## src/rtl/edge_arb_pkg.sv

```systemverilog
// Shared types for the edge event arbiter:
// detector and arbiter state codes.
package edge_arb_pkg;

  typedef enum logic [1:0] {
    DET_ZERO = 2'b00,
    DET_EDGE = 2'b10,
    DET_ONE  = 2'b11
  } det_state_e;

  typedef enum logic {
    ARB_IDLE  = 1'b0,
    ARB_OFFER = 1'b1
  } arb_state_e;

endpackage

```

## src/rtl/edge_det_cell.sv

```systemverilog
// Single-channel Moore rising-edge detector.
// edge_pulse_o is high for one cycle per rising edge.
module edge_det_cell
  import edge_arb_pkg::*;
(
  input  logic clk_i,
  input  logic rst_ni,
  input  logic level_i,
  output logic edge_pulse_o
);

  det_state_e state_q, state_d;

  // Next state; the unused code 2'b01 recovers to ZERO
  always_comb begin
    state_d = DET_ZERO;
    unique case (state_q)
      DET_ZERO: state_d = level_i ? DET_EDGE : DET_ZERO;
      DET_EDGE: state_d = level_i ? DET_ONE : DET_ZERO;
      DET_ONE:  state_d = level_i ? DET_ONE : DET_ZERO;
      default:  state_d = DET_ZERO;
    endcase
  end

  // State register
  always_ff @(posedge clk_i or negedge rst_ni) begin
    if (!rst_ni) state_q <= DET_ZERO;
    else         state_q <= state_d;
  end

  assign edge_pulse_o = (state_q == DET_EDGE);

endmodule

```

## src/rtl/edge_event_arbiter.sv

```systemverilog
// Per-channel edge collector with pending/overrun
// flags and a round-robin valid/ready event offer.
module edge_event_arbiter
  import edge_arb_pkg::*;
#(
  parameter int N_CH  = 4,
  parameter int IDX_W = 2
) (
  input  logic             i_clk,
  input  logic             rst_n,
  input  logic [N_CH-1:0]  level,
  input  logic [N_CH-1:0]  enable,
  input  logic             clr_overrun,
  output logic             evt_valid,
  output logic [IDX_W-1:0] evt_chan,
  input  logic             evt_ready,
  output logic [N_CH-1:0]  pending,
  output logic [N_CH-1:0]  overrun
);

  localparam logic [IDX_W-1:0] LAST_RST =
    IDX_W'(N_CH - 1);

  logic [N_CH-1:0]  edge_pulse;
  logic [N_CH-1:0]  set_v;
  logic [N_CH-1:0]  clr_v;
  logic [N_CH-1:0]  pending_q, pending_d;
  logic [N_CH-1:0]  overrun_q, overrun_d;
  arb_state_e       arb_q;
  logic             evt_valid_q;
  logic [IDX_W-1:0] evt_chan_q;
  logic [IDX_W-1:0] last_grant_q;
  logic             accept;

  // First requester strictly after last, wrapping
  // modulo N_CH (not 2^IDX_W).
  function automatic logic [IDX_W-1:0] rr_pick(
    input logic [N_CH-1:0]  req,
    input logic [IDX_W-1:0] last
  );
    logic [IDX_W-1:0] pick;
    logic [IDX_W-1:0] idx;
    logic             found;
    int               c;
    pick  = '0;
    found = 1'b0;
    for (int k = 1; k <= N_CH; k++) begin
      c   = (int'(last) + k) % N_CH;
      idx = IDX_W'(c);
      if (!found && req[idx]) begin
        pick  = idx;
        found = 1'b1;
      end
    end
    return pick;
  endfunction

  assign accept = evt_valid_q & evt_ready;

  for (genvar g = 0; g < N_CH; g++) begin : g_ch
    edge_det_cell u_det (
      .clk_i        (i_clk),
      .rst_ni       (rst_n),
      .level_i      (level[g]),
      .edge_pulse_o (edge_pulse[g])
    );
    assign set_v[g] = edge_pulse[g] & enable[g];
    assign clr_v[g] = accept &
                      (evt_chan_q == IDX_W'(g));
  end

  // A new edge landing on the grant cycle is a fresh
  // event, not an overrun; an overrun set beats the clear.
  always_comb begin
    pending_d = (pending_q & ~clr_v) | set_v;
    overrun_d = clr_overrun ? '0 : overrun_q;
    overrun_d = overrun_d |
                (set_v & pending_q & ~clr_v);
  end

  // Pending and overrun flag registers
  always_ff @(posedge i_clk or negedge rst_n) begin
    if (!rst_n) begin
      pending_q <= '0;
      overrun_q <= '0;
    end else begin
      pending_q <= pending_d;
      overrun_q <= overrun_d;
    end
  end

  // Arbiter: pick in IDLE, hold the offer until ready
  always_ff @(posedge i_clk or negedge rst_n) begin
    if (!rst_n) begin
      arb_q        <= ARB_IDLE;
      evt_valid_q  <= 1'b0;
      evt_chan_q   <= '0;
      last_grant_q <= LAST_RST;
    end else begin
      unique case (arb_q)
        ARB_IDLE: begin
          if (|pending_q) begin
            evt_chan_q  <= rr_pick(pending_q,
                                   last_grant_q);
            evt_valid_q <= 1'b1;
            arb_q       <= ARB_OFFER;
          end
        end
        ARB_OFFER: begin
          if (evt_ready) begin
            last_grant_q <= evt_chan_q;
            evt_valid_q  <= 1'b0;
            arb_q        <= ARB_IDLE;
          end
        end
      endcase
    end
  end

  assign evt_valid = evt_valid_q;
  assign evt_chan  = evt_chan_q;
  assign pending   = pending_q;
  assign overrun   = overrun_q;

endmodule
```

## config.mk

```make
export PLATFORM = sky130hd
export DESIGN_NAME = edge_event_arbiter
export DESIGN_NICKNAME = d
export VERILOG_FILES = /design/src/rtl/edge_arb_pkg.sv /design/src/rtl/edge_det_cell.sv /design/src/rtl/edge_event_arbiter.sv
export SDC_FILE = /design/constraint.sdc
export NUM_CORES = 1
export LEC_CHECK = 0
export ABC_AREA = 1
export CAP_MARGIN = 10
export CORE_MARGIN = 2
export CORE_UTILIZATION = 40
export CTS_BUF_LIST = sky130_fd_sc_hd__clkbuf_4
export DETAILED_ROUTE_END_ITERATION = 8
export GPL_TIMING_DRIVEN = 0
export PLACE_DENSITY = 0.73
export SYNTH_ARGS = -nofsm -noshare
export SYNTH_HDL_FRONTEND = slang
export SYNTH_SLANG_ARGS = --single-unit
export TNS_END_PERCENT = 20
```

## constraint.sdc

```tcl
create_clock -name i_clk -period 4.2 [get_ports i_clk]
set_input_delay 0.42 -clock i_clk [delete_from_list [all_inputs] [get_ports i_clk]]
set_output_delay 0.42 -clock i_clk [all_outputs]
set_load 0.005 [all_outputs]
```

==> out/metrics.yaml <==
holdWs_ns: 0.469
yosysSeqAreaShare_pct: 49.1
tightestPinTransition_ns: 0.947
grt_max_degree: 23
cts_max_level: 1
most_common_cell_in_the_netlist: "nand2_1"
post-synth-top-area-cell: "dfrtp_1"
syn-instance-count: 131
routed_wire_length_um: 2090
worst_ep_required_time_ns: 3.78
leakagePower_uw: 0.000715
post_synth_num_cell_types: 22
synth.ff_latch_count: 22
placement.io_buffers: 22
drt_pass1_iterations: 4
cell_class_contributing_the_biggest_share_of_worst_path_delay: "buffers and inverters"
cts_buffers: 3
synth_edf_count: 0
power_density_mw_per_mm2: 638
worst-endpoint-arrival_ns: 1.31
coreArea_mm2: 0.00271
number_of_antenna_violations_at_the_first_check_in_global_routing: 0
viasPerCell: 4.80
clock_path_buffers: 2
delay_of_the_slowest_cell_on_the_worst_path_ns: 0.54
design_power_total_uw: 901
synth_largest_type_area_fraction_pct: 44.4
route.vias.total: 902
dr.first_iter.drc_count: 19
hold_depth: 1
finalSetupViolCount: 0
synthArstFlopShare_pct: 100
grt-ovfl-total: 0
top_level_ports: 23
ff2ff_setup_slack_ns: 2.69
worst-path-max-fanout: 5
fin_cells: 188
maxClockFrequency_ghz: 0.576
layout_worst_path_cycle_share_pct: 41.3
yosys_warnings: 0
post_cts_resize_count: 0
hold_buffers: 0
wire_per_inst_um: 11.1
timing.critical_path.cells: "clkdlybuf4s50_1"
num_antenna_cells: 0
min_to: "g_ch[2].u_det.state_q[1]"
final_nets: 170
run_status: "complete, no violations"
hpwlAfterDp_um: 1690
rsz0062_at_grt: "false"
timing.rr.end: "evt_chan[0]"
clock-sinks: 22
tritoncts: "yes"
clock_latency_ns: 0.30
cts.repair_timing.setup_buffer_count: 0
flow.area_growth_from_synthesis_pct: 25.3
vdd.ir_drop.worst_uv: 377
yosys-top-cells-area: "dfrtp_1 44%, nand2_1 13%, inv_1 6.7%"
capturing_element_type_of_the_critical_path: "primary output"
grt_pass1_vias: 925
worst-path-buf-inv: 1
dp_cells: 184
drv_slew: 0
worst-r2r-cell-count: 12
grtUsageTotal_pct: 14.7
detail-route-antenna-nets: 0
worst_path_max_delay_cell: "clkdlybuf4s50_1"
fillers: 268
synth.avg_cell_area_um2: 8.61
layout_min_cycle_time_ns: 1.73
width_of_the_die_um: 57.1
critPathKind: "reg2out"
dominantRegCellSynth: "dfrtp_1"
cts_root_buf: "clkbuf_4"
grt_first_pass_wirelength_um: 3770
die_h_um: 57.1
proportion_of_layout_cells_with_a_drive_suffix_above_1_pct: 16.6
gp_congestion: 0.693
clk_pin_slew_ns: 0.12
critPathLaunchType: "flop"
std_cell_rows: 19
detail_route.drc_violations: 0
initial_utilization_pct: 41.6
drv_cap: 0
syn_nets: 143
dieArea_mm2: 0.00326
final.setup.tns_ns: 0
min_path_type: "reg2reg"
syn_area_mm2: 0.00113
synth.cells.most_frequent: "38 x nand2_1, 20 x dfrtp_1, 20 x inv_1"
skew_ns: 0.00771
worstReg2RegStart: "last_grant_q[0]"
timing.final.hold_violations: 0
slew_headroom_pct: 36.6
hold_path.startpoint: "g_ch[2].u_det.state_q[0]"
-- kinds of logic (layout without fill, tap and decap cells) --
| logic type | after synthesis | after routing | synth area share [%] |
|---|---|---|---|
| buf+inv | 23 | 49 | 8.77 |
| compound gates | 14 | 14 | 8.21 |
| simple gates | 72 | 72 | 34.0 |
| flops | 22 | 22 | 49.1 |
-- stage by stage --
step	utilization (%)	setup slack [ns]	cell area (um2)
after global routing	52.1	2.40	1410
final	52.1	2.47	1410
after CTS	52.1	2.45	1410
after global placement	51.2	2.59	1390
after floorplan	-	2.80	1130
after detailed placement	51.2	2.55	1390
-- worst max-delay path by stage --
stage | end | slack, ns | cells after the start | startpoint
2_1_floorplan | evt_chan[0] | 2.80 | 12 | last_grant_q[0]
3_3_place_gp | overrun[3] | 2.59 | 4 | evt_ready
3_5_place_dp | overrun[2] | 2.55 | 4 | evt_ready
4_1_cts | pending[2] | 2.45 | 1 | pending[2]
5_1_grt | pending[2] | 2.40 | 1 | pending[2]
6_report | pending[2] | 2.47 | 1 | pending[2]
-- placed cells by master, fill, tap and decap left out, drive strengths merged --
| cell | instances |
|---|---|
| a21boi | 2 |
| a21oi | 1 |
| buf | 1 |
| clkbuf | 3 |
| clkdlybuf4s50 | 22 |
| clkinv | 1 |
| dfrtp | 20 |
| dfstp | 2 |
| inv | 22 |
| nand2 | 54 |
| nand3 | 8 |
| nand3b | 1 |
| nand4 | 2 |
| nor2 | 6 |
| nor4 | 1 |
| o21a | 1 |
| o21ai | 2 |
| o22ai | 4 |
| o31ai | 4 |
-- report_power, final --
group          switching (uW)  internal (uW)  total (uW)
Combinational             277            210         487
Sequential               54.6            266         320
Clock                    59.1           34.6        93.7
-- routing by layer --
metal  vias up  wire length (um)  global-route usage (%)
li1        462                 -                       -
met1       423               965                    18.4
met2        15              1040                    25.1
met3         2                71                    2.49
met4         0                 7                    6.64
met5         -                 0                       0
-- layout make-up --
class,instances,area [um2],share of cell area (%)
Sequential cell,22,553,39.1
Buffer,1,11.3,0.797
Inverter,22,87.6,6.20
Clock buffer,3,22.5,1.59
Multi-Input combinational cell,86,475,33.7
Timing Repair Buffer,22,220,15.6
Tap cell,31,38.8,2.75
Clock inverter,1,3.75,0.266
-- sequential cells by signal, summed over array words and instances, names as in the netlist --
signal,flops
pending,4
arb_q,1
evt_valid,1
evt_chan,2
overrun,4
last_grant_q,2
g_ch.u_det.state_q,8
Note: power is estimated with default switching activity, not from simulation.
